[src/rtl/pc_stack_pkg.sv]
// Shared types for the PC/return-stack unit: resolved command encoding and
// circular-pointer arithmetic for the return-address stack.
package pc_stack_pkg;

  typedef enum logic [2:0] {
    CMD_NONE,
    CMD_LOAD,
    CMD_RET,
    CMD_CALL,
    CMD_BRANCH,
    CMD_INCR
  } cmd_e;

  // Step a stack pointer up or down, wrapping modulo depth (depth need not be a power of two).
  function automatic int unsigned ptr_step(input int unsigned ptr, input int unsigned depth,
                                           input bit up);
    if (up) begin
      return (ptr + 1 >= depth) ? 0 : ptr + 1;
    end
    return (ptr == 0) ? depth - 1 : ptr - 1;
  endfunction

endpackage

[src/rtl/pc_stack_unit_if.sv]
// Control-unit strobes into the PC unit and the registered PC/stack status back out.
interface pc_stack_unit_if #(
  parameter int unsigned N     = 16,
  parameter int unsigned DEPTH = 4
);
  localparam int unsigned CW = $clog2(DEPTH + 1);

  logic          pc_in;
  logic [N-1:0]  pc_data;
  logic          incr_pc;
  logic          branch_en;
  logic [N-1:0]  offset;
  logic          call;
  logic          ret;
  logic          err_clr;
  logic [N-1:0]  pc_out;
  logic [CW-1:0] stack_count;
  logic          stack_full;
  logic          stack_empty;
  logic          stack_err;

  modport master (
    output pc_in, pc_data, incr_pc, branch_en, offset, call, ret, err_clr,
    input  pc_out, stack_count, stack_full, stack_empty, stack_err
  );

  modport slave (
    input  pc_in, pc_data, incr_pc, branch_en, offset, call, ret, err_clr,
    output pc_out, stack_count, stack_full, stack_empty, stack_err
  );

endinterface

[src/rtl/ras_stack.sv]
// Return-address stack: circular buffer with a top pointer, optional overwrite of the
// oldest entry when full, and single-cycle overflow/underflow pulses.
module ras_stack
  import pc_stack_pkg::*;
#(
  parameter int unsigned N            = 16,
  parameter int unsigned DEPTH        = 4,
  parameter bit          WRAP_ON_FULL = 1'b0,
  localparam int unsigned CW          = $clog2(DEPTH + 1),
  localparam int unsigned PW          = $clog2(DEPTH)
) (
  input  logic          clk,
  input  logic          rst_n,
  input  logic          push_i,
  input  logic          pop_i,
  input  logic [N-1:0]  push_data_i,
  output logic [N-1:0]  top_o,
  output logic [CW-1:0] count_o,
  output logic          full_o,
  output logic          empty_o,
  output logic          overflow_o,
  output logic          underflow_o
);

  logic [N-1:0]  mem_q [DEPTH];
  logic [PW-1:0] top_q, top_d;
  logic [CW-1:0] count_q, count_d;
  logic [PW-1:0] push_ptr, pop_ptr;
  logic          full, empty, do_push, do_pop;

  always_comb begin
    full        = (count_q == CW'(DEPTH));
    empty       = (count_q == '0);
    overflow_o  = push_i && full && !WRAP_ON_FULL;
    underflow_o = pop_i && empty;
    do_push     = push_i && !pop_i && !overflow_o;
    do_pop      = pop_i && !push_i && !empty;
    push_ptr    = PW'(ptr_step(32'(top_q), DEPTH, 1'b1));
    pop_ptr     = PW'(ptr_step(32'(top_q), DEPTH, 1'b0));
    top_d       = top_q;
    count_d     = count_q;
    if (do_push) begin
      // When full with wrap enabled the slot after top holds the oldest entry.
      top_d = push_ptr;
      if (!full) count_d = count_q + CW'(1);
    end else if (do_pop) begin
      top_d   = pop_ptr;
      count_d = count_q - CW'(1);
    end
  end

  always_ff @(posedge clk or negedge rst_n) begin
    if (!rst_n) begin
      top_q   <= '0;
      count_q <= '0;
    end else begin
      top_q   <= top_d;
      count_q <= count_d;
    end
  end

  always_ff @(posedge clk) begin
    if (do_push) mem_q[push_ptr] <= push_data_i;
  end

  assign top_o   = mem_q[top_q];
  assign count_o = count_q;
  assign full_o  = full;
  assign empty_o = empty;

endmodule

[src/rtl/pc_stack_unit.sv]
// Program counter with load, stepped increment, relative branch and call/return
// through an internal return-address stack; all outputs are registered.
module pc_stack_unit
  import pc_stack_pkg::*;
#(
  parameter int unsigned N            = 16,
  parameter int unsigned DEPTH        = 4,
  parameter int unsigned STEP         = 1,
  parameter int unsigned RESET_PC     = 0,
  parameter bit          WRAP_ON_FULL = 1'b0
) (
  input logic            clk,
  input logic            rst_n,
  pc_stack_unit_if.slave bus
);

  localparam int unsigned  CW       = $clog2(DEPTH + 1);
  localparam logic [N-1:0] StepN    = N'(STEP);
  localparam logic [N-1:0] ResetPcN = N'(RESET_PC);

  cmd_e          cmd;
  logic [N-1:0]  pc_q, pc_d;
  logic          err_q, err_d;
  logic [N-1:0]  ras_top;
  logic [CW-1:0] ras_count;
  logic          ras_full, ras_empty, ras_ovf, ras_unf;

  always_comb begin
    cmd = CMD_NONE;
    if      (bus.pc_in)     cmd = CMD_LOAD;
    else if (bus.ret)       cmd = CMD_RET;
    else if (bus.call)      cmd = CMD_CALL;
    else if (bus.branch_en) cmd = CMD_BRANCH;
    else if (bus.incr_pc)   cmd = CMD_INCR;
  end

  ras_stack #(
    .N            (N),
    .DEPTH        (DEPTH),
    .WRAP_ON_FULL (WRAP_ON_FULL)
  ) u_ras (
    .clk         (clk),
    .rst_n       (rst_n),
    .push_i      (cmd == CMD_CALL),
    .pop_i       (cmd == CMD_RET),
    .push_data_i (pc_q + StepN),
    .top_o       (ras_top),
    .count_o     (ras_count),
    .full_o      (ras_full),
    .empty_o     (ras_empty),
    .overflow_o  (ras_ovf),
    .underflow_o (ras_unf)
  );

  always_comb begin
    pc_d = pc_q;
    unique case (cmd)
      CMD_LOAD:   pc_d = bus.pc_data;
      CMD_RET:    if (!ras_unf) pc_d = ras_top;
      CMD_CALL:   if (!ras_ovf) pc_d = bus.pc_data;
      CMD_BRANCH: pc_d = pc_q + bus.offset;
      CMD_INCR:   pc_d = pc_q + StepN;
      default:    pc_d = pc_q;
    endcase
    // A fresh error beats a simultaneous clear.
    err_d = ras_ovf | ras_unf | (err_q & ~bus.err_clr);
  end

  always_ff @(posedge clk or negedge rst_n) begin
    if (!rst_n) begin
      pc_q  <= ResetPcN;
      err_q <= 1'b0;
    end else begin
      pc_q  <= pc_d;
      err_q <= err_d;
    end
  end

  assign bus.pc_out      = pc_q;
  assign bus.stack_count = ras_count;
  assign bus.stack_full  = ras_full;
  assign bus.stack_empty = ras_empty;
  assign bus.stack_err   = err_q;

endmodule

[src/flat_wrapper.sv]
// flat-port wrapper written by rule: the top's interface ports become plain ports
module pc_stack_unit_flat import pc_stack_pkg::*;
#(
  parameter int unsigned N            = 16,
  parameter int unsigned DEPTH        = 4,
  parameter int unsigned STEP         = 1,
  parameter int unsigned RESET_PC     = 0,
  parameter bit          WRAP_ON_FULL = 1'b0
)
  (clk, rst_n, bus_pc_in, bus_pc_data, bus_incr_pc, bus_branch_en, bus_offset, bus_call, bus_ret, bus_err_clr, bus_pc_out, bus_stack_count, bus_stack_full, bus_stack_empty, bus_stack_err);
  pc_stack_unit_if #(.N(N), .DEPTH(DEPTH)) bus_i ();
  input logic clk;
  input logic rst_n;
  input wire logic [$bits(bus_i.pc_in)-1:0] bus_pc_in;
  input wire logic [$bits(bus_i.pc_data)-1:0] bus_pc_data;
  input wire logic [$bits(bus_i.incr_pc)-1:0] bus_incr_pc;
  input wire logic [$bits(bus_i.branch_en)-1:0] bus_branch_en;
  input wire logic [$bits(bus_i.offset)-1:0] bus_offset;
  input wire logic [$bits(bus_i.call)-1:0] bus_call;
  input wire logic [$bits(bus_i.ret)-1:0] bus_ret;
  input wire logic [$bits(bus_i.err_clr)-1:0] bus_err_clr;
  output wire logic [$bits(bus_i.pc_out)-1:0] bus_pc_out;
  output wire logic [$bits(bus_i.stack_count)-1:0] bus_stack_count;
  output wire logic [$bits(bus_i.stack_full)-1:0] bus_stack_full;
  output wire logic [$bits(bus_i.stack_empty)-1:0] bus_stack_empty;
  output wire logic [$bits(bus_i.stack_err)-1:0] bus_stack_err;
  assign bus_i.pc_in = bus_pc_in;
  assign bus_i.pc_data = bus_pc_data;
  assign bus_i.incr_pc = bus_incr_pc;
  assign bus_i.branch_en = bus_branch_en;
  assign bus_i.offset = bus_offset;
  assign bus_i.call = bus_call;
  assign bus_i.ret = bus_ret;
  assign bus_i.err_clr = bus_err_clr;
  assign bus_pc_out = bus_i.pc_out;
  assign bus_stack_count = bus_i.stack_count;
  assign bus_stack_full = bus_i.stack_full;
  assign bus_stack_empty = bus_i.stack_empty;
  assign bus_stack_err = bus_i.stack_err;
  pc_stack_unit #(.N(N), .DEPTH(DEPTH), .STEP(STEP), .RESET_PC(RESET_PC), .WRAP_ON_FULL(WRAP_ON_FULL)) u_core (.clk(clk), .rst_n(rst_n), .bus(bus_i));
endmodule
[config.mk]
export PLATFORM = sky130hd
export DESIGN_NAME = pc_stack_unit_flat
export DESIGN_NICKNAME = d
export VERILOG_FILES = /design/src/rtl/pc_stack_pkg.sv /design/src/rtl/pc_stack_unit_if.sv /design/src/rtl/ras_stack.sv /design/src/rtl/pc_stack_unit.sv /design/src/flat_wrapper.sv
export SDC_FILE = /design/constraint.sdc
export NUM_CORES = 1
export LEC_CHECK = 0
export BUFFER_PORTS_ARGS = -buffer_cell sky130_fd_sc_hd__buf_2
export CAP_MARGIN = 40
export CELL_PAD_IN_SITES_DETAIL_PLACEMENT = 1
export CELL_PAD_IN_SITES_GLOBAL_PLACEMENT = 2
export CORE_MARGIN = 2
export CORE_UTILIZATION = 41
export CTS_BUF_LIST = sky130_fd_sc_hd__clkbuf_4
export CTS_CLUSTER_DIAMETER = 40
export DETAILED_ROUTE_END_ITERATION = 12
export PLACE_DENSITY_LB_ADDON = 0.1
export SYNTH_ARGS = -nofsm -noshare
export SYNTH_HDL_FRONTEND = slang
export SYNTH_HIERARCHICAL = 1
export SYNTH_SLANG_ARGS = --single-unit
[constraint.sdc]
create_clock -name clk -period 3.2 [get_ports clk]
set_input_delay 0.16 -clock clk [delete_from_list [all_inputs] [get_ports clk]]
set_output_delay 0.16 -clock clk [all_outputs]
set_load 0.03 [all_outputs]
==> results.py, run 1 <==
metrics = {
    "timing": {
        "layout_setup_ws_ns": 0.577,
        "post-route-period-util_pct": 82.0,
        "fmax_mhz": 381,
        "rsz0062_at_grt": "false",
        "max-slew-margin-rel_pct": 52.4,
        "tightestPinTransition_ns": 0.714,
        "finalSetupTns_ns": 0,
        "hold_ws_ns": 0.0573,
        "period_minus_slack_ns": 2.62,
        "drv_slew": 0,
        "skew_ns": 0.0192,
        "setup_viol": 0,
        "finalHoldViolations": 0,
    },
    "setup_path": {
        "reg2reg_from": "u_core/bus.pc_out[0]",
        "required_ns": 3.59,
        "path_max_fanout": 8,
        "regToRegEndpoint": "u_core/bus.pc_out[12]",
        "critPathArrivalTime_ns": 3.01,
        "crit_type": "reg2reg",
        "r2r_setup_slack_ns": 0.58,
        "endpoint_kind": "register",
        "ff2ff_path_depth": 9,
        "start_kind": "register",
    },
    "clock_tree": {
        "cts_setup_buffers": 0,
        "cts_hold_buf": 7,
        "root_buffer": "clkbuf_4",
        "clock_latency_ns": 0.46,
        "numCtsBuffers": 9,
        "cts_buffer_depth": 2,
        "cts_max_level": 3,
        "ctsResizeCount": 0,
        "cts_tree": "yes",
        "clock-sinks": 86,
        "clk_pin_slew_ns": 0.16,
    },
    "floorplanning": {
        "die_h_um": 112,
        "die_w_um": 112,
        "placementRows": 39,
        "core_area_sq_mm": 0.0114,
        "die-area_sq_mm": 0.0126,
        "io_pins": 62,
        "start_util_pct": 42.2,
    },
    "power_and_ir_drop": {
        "switching_power_mw": 1.47,
        "switching_share_pct": 40.2,
        "p_clk_share_pct": 16.9,
        "cellPowerDensity_mw_per_mm2": 664,
        "internal-power_mw": 2.19,
        "p_comb_share_pct": 39.6,
        "power_frac_seq_pct": 43.5,
        "irDropWorstVdd_v": 0.000424,
        "leakage_nw": 2.13,
    },
    "global_route": {
        "grt_usage_pct": 21.0,
        "grt.overflow.total": 0,
        "grt_max_degree": 23,
        "grt_pass1_wl_mm": 20.2,
        "antenna_found_initial": 0,
        "grt_pass1_vias": 3611,
    },
    "routing": {
        "wl_per_cell_um": 21.0,
        "first_iter_violations": 167,
        "drt_pass1_iterations": 4,
        "ant_nets": 0,
        "drt_drc_violations_left": 0,
        "routed_via_density": 5.75,
        "routed_wl_mm": 12.7,
        "route.met2.wl_mm": 6.21,
        "met3_length_um": 495,
        "wl_met1_mm": 5.79,
        "num_vias": 3470,
        "top_layer": "met4",
    },
    "cells_and_area": {
        "mostFrequentLayoutCells": "edfxtp_1 (64), buf_2 (61), nor2_1 (25)",
        "finalNetCount": 519,
        "drive_gt1_share_pct": 27.6,
        "postLayoutCellArea_sq_mm": 0.00551,
        "layout_commonest_cell": "edfxtp_1",
        "area_growth_pct": 14.5,
        "antenna_cells": 0,
    },
    "place": {
        "placed_area_sq_mm": 0.00530,
        "dp_hpwl_mm": 9.43,
        "post-place-ws_ns": 0.620,
        "place.gp.congestion": 0.807,
        "placement.io_buffers": 61,
    },
    "synthesis": {
        "synth_enable_flop_cells": 64,
        "ys_seq_area_share_pct": 51.4,
        "synthDistinctLibCells": 72,
        "synth-seq-cells": 86,
        "syn_area_sq_mm": 0.00481,
        "avgSynthCellArea_sq_um": 12.7,
        "mappedNetlistNets": 443,
        "syn_inst": 379,
        "ys_warn_count": 6,
        "synthArstFlopShare_pct": 25.6,
        "synth_ff_type": "edfxtp_1",
    },
    "min_path": {
        "hold_start": "bus_pc_data[10]",
        "hold_depth": 3,
        "min_to": "u_core/bus.pc_out[10]",
        "hp-class": "in2reg",
    },
    "run": {
        "drv_cap": 0,
    },
    "run_status": {
        "status": "finished, final reports clean",
    },
}
registers in the layout, summed over array words and instances (netlist names):
signal                count
u_core/u_ras/mem_q       64
u_core/bus.pc_out        16
u_core/u_ras/count_o      3
u_core/u_ras/top_q        2
u_core/bus.stack_err      1
per-stage QoR:
| stage | power (mW) | std cells | util, % |
|---|---|---|---|
| detailed placement | 3.08 | 580 | 46.4 |
| global placement | 3.05 | 580 | 46.4 |
| CTS | 3.71 | 603 | 48.3 |
| finish | 3.66 | 603 | 48.3 |
| global route | 3.89 | 603 | 48.3 |
| floorplan | 2.62 | 379 | - |
worst max-delay path, cell delays in order (launching register included):
cell	delay (ns)
dfrtp_1	0.50
ha_1	0.23
inv_1	0.06
fa_1	0.39
and2b_1	0.23
o2111ai_1	0.17
a21oi_2	0.21
nor2_1	0.09
or4b_1	0.51
a31oi_1	0.17
power by group through the flow:
stage               registers, mW  logic [mW]  clock network, mW
floorplan                    1.65       0.968                  0
global placement             1.62        1.43                  0
detailed placement           1.63        1.45                  0
CTS                          1.60        1.47              0.641
global route                 1.63        1.59              0.682
finish                       1.59        1.45              0.619
area by class of cell:
class / count / area (sq um)
clock inverters: 7 / 72.6
well taps: 143 / 179
clock buffers: 9 / 67.6
multi-input cells: 264 / 2200
inverters: 17 / 66.3
fillers: 1246 / 5910
repair buffers: 77 / 455
flip-flops and latches: 86 / 2470
how the worst max path moves through the flow:
stage / end / from / cells after the start
floorplan: u_core/bus.pc_out[12] / u_core/bus.pc_out[0] / 9
global placement: u_core/bus.pc_out[12] / u_core/bus.pc_out[0] / 9
detailed placement: u_core/bus.pc_out[12] / u_core/bus.pc_out[0] / 9
CTS: u_core/bus.pc_out[12] / u_core/bus.pc_out[0] / 9
global route: u_core/bus.pc_out[12] / u_core/bus.pc_out[0] / 9
finish: u_core/bus.pc_out[12] / u_core/bus.pc_out[0] / 9
metal layers:
metal,vias to the layer above,GRT usage (%)
li1,1635,-
met1,1735,28.6
met2,87,35.3
met3,13,3.89
met4,0,4.63
met5,-,0
cell usage after synthesis, drive strengths merged, types with 4 or more instances:
cell type	count	area [sq um]
edfxtp	64	1920
nor2	26	100
dfrtp	22	551
ha	22	275
nand2	22	90.1
a21oi	20	108
inv	17	66.3
mux4	16	360
o21ai	16	80.1
xnor2	14	123
xor2	13	114
nand3	11	60.1
nor3	9	50.1
and2	8	50.1
buf	8	61.3
a222oi	7	70.1
a31oi	7	43.8
nand4	6	37.5
a211oi	5	42.5
a221oi	5	50.0
nor3b	5	65.1
o211ai	5	42.5
a221o	4	40.0
clkbuf	4	15.0
cell families after synthesis:
kind of cell	Yosys count	share of synthesized area [%]
multiplexers	19	8.21
buffers and inverters	29	2.96
AO/OA/AOI/OAI	90	13.9
flip-flops	86	51.4
adder cells (fa/ha/maj)	24	6.55
XOR/XNOR	27	4.91
AND/OR/NAND/NOR	104	12.1
No activity file was read; power rests on OpenSTA's default activity.
==> run 2: changes to the inputs <==
==> constraint.sdc (replaced) <==
create_clock -name clk -period 2.55 [get_ports clk]
set_input_delay 0.1275 -clock clk [delete_from_list [all_inputs] [get_ports clk]]
set_output_delay 0.1275 -clock clk [all_outputs]
set_load 0.03 [all_outputs]
==> results.py, run 2 (synthesized netlist as in run 1, its figures left out) <==
metrics = {
    "place": {
        "place.gp.congestion": 0.844,
        "place_inst": 593,
        "post-place-ws_ns": 0.125,
        "placement.io_buffers": 61,
        "dp_hpwl_mm": 9.30,
    },
    "routing": {
        "wl_per_cell_um": 20.2,
        "routed_wl_mm": 12.4,
        "drt_drc_violations_left": 0,
        "ant_nets": 0,
        "num_vias": 3516,
        "first_iter_violations": 209,
        "drt_pass1_iterations": 7,
        "routed_via_density": 5.71,
    },
    "power_and_ir_drop": {
        "internal-power_mw": 2.98,
        "p_comb_share_pct": 42.3,
        "power_frac_seq_pct": 38.9,
        "leakage_nw": 2.20,
        "power_mw": 4.78,
        "switching_share_pct": 37.5,
        "p_clk_share_pct": 18.8,
        "switching_power_mw": 1.79,
        "irDropWorstVdd_v": 0.000582,
        "cellPowerDensity_mw_per_mm2": 846,
    },
    "timing": {
        "fmax_mhz": 418,
        "hold_ws_ns": 0.0221,
        "rsz0062_at_grt": "false",
        "finalHoldViolations": 0,
        "tightestPinTransition_ns": 0.650,
        "skew_ns": 0.0185,
        "finalSetupTns_ns": 0,
        "post-route-period-util_pct": 93.8,
        "setup_viol": 0,
        "layout_setup_ws_ns": 0.157,
        "drv_slew": 0,
        "period_minus_slack_ns": 2.39,
        "max-slew-margin-rel_pct": 56.2,
    },
    "min_path": {
        "hold_start": "bus_pc_data[0]",
        "hp-class": "in2reg",
    },
    "global_route": {
        "grt.overflow.total": 0,
        "grt_usage_pct": 20.8,
        "antenna_found_initial": 0,
        "met1_usage_pct": 27.4,
        "grt_max_degree": 23,
        "gr-usage-met2_pct": 35.7,
        "grt_pass1_vias": 3713,
        "grt_use_met3_pct": 3.67,
        "top_usage_layer": "met2",
        "grt_pass1_wl_mm": 20.1,
    },
    "cells_and_area": {
        "final_cells": 616,
        "layout_commonest_cell": "edfxtp_1",
        "antenna_cells": 0,
        "largest_reg_flops": 64,
        "mostFrequentLayoutCells": "edfxtp_1 (64), buf_2 (61), nor2_1 (25)",
        "finalNetCount": 532,
        "drive_gt1_share_pct": 30.4,
        "top_register": "u_core/u_ras/mem_q",
        "area_growth_pct": 17.3,
        "nFillCells": 1218,
    },
    "setup_path": {
        "start_kind": "register",
        "required_ns": 2.92,
        "endpoint_kind": "register",
        "crit_type": "reg2reg",
        "cp-endpoint": "u_core/bus.pc_out[12]",
        "path_max_fanout": 2,
        "r2r_setup_slack_ns": 0.16,
        "reg2reg_from": "u_core/bus.pc_out[0]",
        "startpoint": "u_core/bus.pc_out[0]",
        "ff2ff_path_depth": 9,
        "regToRegEndpoint": "u_core/bus.pc_out[12]",
        "critPathArrivalTime_ns": 2.76,
    },
    "clock_tree": {
        "cts_buffer_depth": 2,
        "clock-sinks": 86,
        "cts_max_level": 3,
        "clk_pin_slew_ns": 0.14,
        "cts_tree": "yes",
        "numCtsBuffers": 9,
        "clock_latency_ns": 0.44,
        "root_buffer": "clkbuf_4",
    },
    "floorplanning": {
        "die_w_um": 112,
        "die_h_um": 112,
        "core_area_sq_mm": 0.0114,
        "io_pins": 62,
        "placementRows": 39,
        "die-area_sq_mm": 0.0126,
        "start_util_pct": 42.2,
    },
    "run_status": {
        "status": "finished, final reports clean",
    },
    "run": {
        "drv_cap": 0,
    },
}
## run 2: routing by layer
layer / share of wire [%] / vias up
li1: - / 1659
met4: 1.8 / 0
met2: 49 / 106
met3: 5.6 / 22
met5: 0 / -
met1: 43 / 1729
## run 2: final cells by class
class                   count  area [sq um]  share of cell area [%]
inverters                  17          66.3                    1.17
clock buffers              10          75.1                    1.33
flip-flops and latches     86          2470                    43.8
well taps                 143           179                    3.17
repair buffers             90           551                    9.75
multi-input cells         264          2210                    39.1
clock inverters             6          95.1                    1.68
## run 2: repair_timing
item	in CTS	in global routing
resized for setup	0	3
endpoints found under the hold margin	27	0
hold buffers	6	0
setup endpoints to repair	0	1
buffers inserted	0	1
## run 2: power by group through the flow
| stage | Clock, mW | Combinational, mW | Sequential (mW) |
|---|---|---|---|
| 2_1_floorplan | 0 | 1.21 | 2.07 |
| 6_report | 0.899 | 2.02 | 1.86 |
| 5_1_grt | 0.962 | 2.22 | 1.88 |
| 3_5_place_dp | 0 | 2.04 | 1.89 |
| 3_3_place_gp | 0 | 2.00 | 1.88 |
| 4_1_cts | 0.923 | 2.05 | 1.86 |
## run 2: critical path, cell delays in order, from the launching register on
cell,delay [ns]
dfrtp_1,0.38
ha_2,0.19
inv_1,0.06
fa_2,0.34
and2b_1,0.24
o2111ai_2,0.14
a21oi_2,0.22
nor2_1,0.08
or4b_1,0.51
a31oi_1,0.17
## run 2: per-stage QoR
step                utilization (%)  area, sq um
finish                         49.5         5650
global placement               47.3         5400
floorplan                         -         4810
CTS                            49.3         5630
global route                   49.5         5650
detailed placement             47.3         5400
## run 2: worst min-delay path by stage
stage                                    endpoint  slack, ns  cells past startpoint
after floorplan              u_core/bus.pc_out[0]      -0.17                      0
after global placement    u_core/u_ras/count_o[0]       0.15                      1
after detailed placement  u_core/u_ras/count_o[1]       0.15                      1
after CTS                    u_core/bus.pc_out[3]      0.002                      3
after global routing         u_core/bus.pc_out[0]       0.04                      3
final                        u_core/bus.pc_out[0]       0.02                      3
==> run 3: changes to the inputs <==
==> constraint.sdc (replaced) <==
create_clock -name clk -period 2.5 [get_ports clk]
set_input_delay 0.125 -clock clk [delete_from_list [all_inputs] [get_ports clk]]
set_output_delay 0.125 -clock clk [all_outputs]
set_load 0.03 [all_outputs]
==> results.py, run 3 (synthesized netlist as in run 1, its figures left out) <==
metrics = {
    "run_status": {
        "status": "finished, final reports clean",
    },
    "timing": {
        "drv_slew": 0,
        "finalHoldViolations": 0,
        "post-route-period-util_pct": 95.9,
        "layout_setup_ws_ns": 0.102,
        "max-slew-margin-rel_pct": 55.2,
        "skew_ns": 0.0170,
        "fmax_mhz": 417,
        "hold_ws_ns": 0.0272,
        "period_minus_slack_ns": 2.40,
        "rsz0062_at_grt": "true",
        "tightestPinTransition_ns": 0.672,
        "setup_viol": 0,
    },
    "floorplanning": {
        "die_h_um": 112,
        "die_w_um": 112,
        "placementRows": 39,
        "start_util_pct": 42.2,
        "die-area_sq_mm": 0.0126,
        "io_pins": 62,
        "core_area_sq_mm": 0.0114,
    },
    "cells_and_area": {
        "antenna_cells": 0,
        "mostFrequentLayoutCells": "edfxtp_1 (64), buf_2 (61), nor2_1 (25)",
        "finalNetCount": 537,
        "top_register": "u_core/u_ras/mem_q",
        "largest_reg_flops": 64,
        "drive_gt1_share_pct": 31.0,
        "layout_commonest_cell": "edfxtp_1",
        "area_growth_pct": 17.8,
    },
    "setup_path": {
        "endpoint_kind": "register",
        "ff2ff_path_depth": 9,
        "regToRegEndpoint": "u_core/bus.pc_out[12]",
        "path_max_fanout": 2,
        "crit_type": "reg2reg",
        "reg2reg_from": "u_core/bus.pc_out[0]",
        "start_kind": "register",
        "critPathArrivalTime_ns": 2.78,
        "r2r_setup_slack_ns": 0.10,
        "required_ns": 2.88,
    },
    "clock_tree": {
        "clk_pin_slew_ns": 0.16,
        "cts_tree": "yes",
        "cts_max_level": 3,
        "numCtsBuffers": 9,
        "clock_latency_ns": 0.45,
        "clock-sinks": 86,
        "root_buffer": "clkbuf_4",
        "cts_buffer_depth": 2,
    },
    "routing": {
        "num_vias": 3555,
        "first_iter_violations": 175,
        "routed_via_density": 5.72,
        "drt_pass1_iterations": 5,
        "wl_per_cell_um": 20.5,
        "drt_drc_violations_left": 0,
        "ant_nets": 0,
        "routed_wl_mm": 12.8,
    },
    "global_route": {
        "grt_max_degree": 23,
        "grt_pass1_wl_mm": 20.3,
        "antenna_found_initial": 0,
        "grt.overflow.total": 0,
        "grt_pass1_vias": 3619,
        "grt_usage_pct": 21.0,
    },
    "min_path": {
        "hold_start": "bus_offset[15]",
        "min_to": "u_core/bus.pc_out[15]",
        "hp-class": "in2reg",
        "hold_depth": 4,
    },
    "place": {
        "place.gp.congestion": 0.836,
        "dp_hpwl_mm": 9.42,
        "post-place-ws_ns": 0.0548,
        "placement.io_buffers": 61,
    },
    "power_and_ir_drop": {
        "cellPowerDensity_mw_per_mm2": 842,
        "irDropWorstVdd_v": 0.000497,
        "leakage_nw": 2.22,
    },
    "run": {
        "drv_cap": 0,
    },
}
-- run 3: changes by cell type in the layout (fill, tap and decap cells not counted), moves of 2 or more --
| cell | delta |
|---|---|
| dlygate4sd3_1 | +3 |
| clkinvlp_4 | -2 |
| buf_4 | +2 |
| inv_6 | +3 |
| bufinv_16 | -2 |
-- run 3: metrics by stage --
| stage | instances | total power, mW | setup TNS, ns | instance area (sq um) | util (%) |
|---|---|---|---|---|---|
| 6_report | 621 | 4.78 | 0 | 5670 | 49.7 |
| 5_1_grt | 621 | 5.08 | -0.0153 | 5670 | 49.7 |
| 4_1_cts | 619 | 4.83 | 0 | 5640 | 49.4 |
| 3_5_place_dp | 594 | 4.02 | 0 | 5410 | 47.4 |
| 3_3_place_gp | 594 | 3.96 | 0 | 5410 | 47.4 |
| 2_1_floorplan | 379 | 3.35 | 0 | 4810 | - |
-- run 3: per-layer routing --
metal | track usage [%] | vias to the layer above | routed length (um)
met4 | 4.72 | 0 | 175
met2 | 35.3 | 88 | 6220
li1 | - | 1666 | -
met1 | 28.5 | 1788 | 5880
met3 | 4.16 | 13 | 487
met5 | 0 | - | 0
-- run 3: layout make-up --
class | count | area [sq um]
Sequential cell | 86 | 2470
Multi-Input combinational cell | 264 | 2210
Tap cell | 143 | 179
Timing Repair Buffer | 95 | 596
Fill cell | 1243 | 5750
Inverter | 17 | 66.3
Clock buffer | 9 | 67.6
Clock inverter | 7 | 73.8
-- run 3: how the worst max path moves through the flow --
stage	depth (start not counted)	slack [ns]	from	end
after floorplan	9	0.08	u_core/bus.pc_out[0]	u_core/bus.pc_out[12]
final	9	0.10	u_core/bus.pc_out[0]	u_core/bus.pc_out[12]
after global placement	9	0.13	u_core/bus.pc_out[0]	u_core/bus.pc_out[12]
after global routing	9	-0.02	u_core/bus.pc_out[0]	u_core/bus.pc_out[12]
after CTS	9	0.01	u_core/bus.pc_out[0]	u_core/bus.pc_out[12]
after detailed placement	9	0.05	u_core/bus.pc_out[0]	u_core/bus.pc_out[12]
-- run 3: what timing repair did --
| action | in CTS | in global routing |
|---|---|---|
| endpoints found under the setup margin | 0 | 2 |
| setup buffers | 0 | 2 |
| gates resized for setup | 0 | 4 |
| hold endpoints to repair | 30 | 0 |
| hold buffers | 9 | 0 |
-- run 3: worst max-delay path, stage by stage, from the launching register on --
cell       delay, ns
dfrtp_2         0.39
ha_2            0.18
inv_1           0.05
fa_2            0.34
and2b_1         0.24
o2111ai_2       0.15
a21oi_2         0.23
nor2_1          0.08
or4b_1          0.49
a31oi_1         0.17
-- run 3: where the power goes --
part | total, mW | switching (mW) | leakage, nW | internal, mW
logic | 2.09 | 1.22 | 1.30 | 0.871
clock network | 0.788 | 0.549 | 0.0781 | 0.239
registers | 1.90 | 0.135 | 0.838 | 1.76
total | 4.78 | 1.90 | 2.22 | 2.87
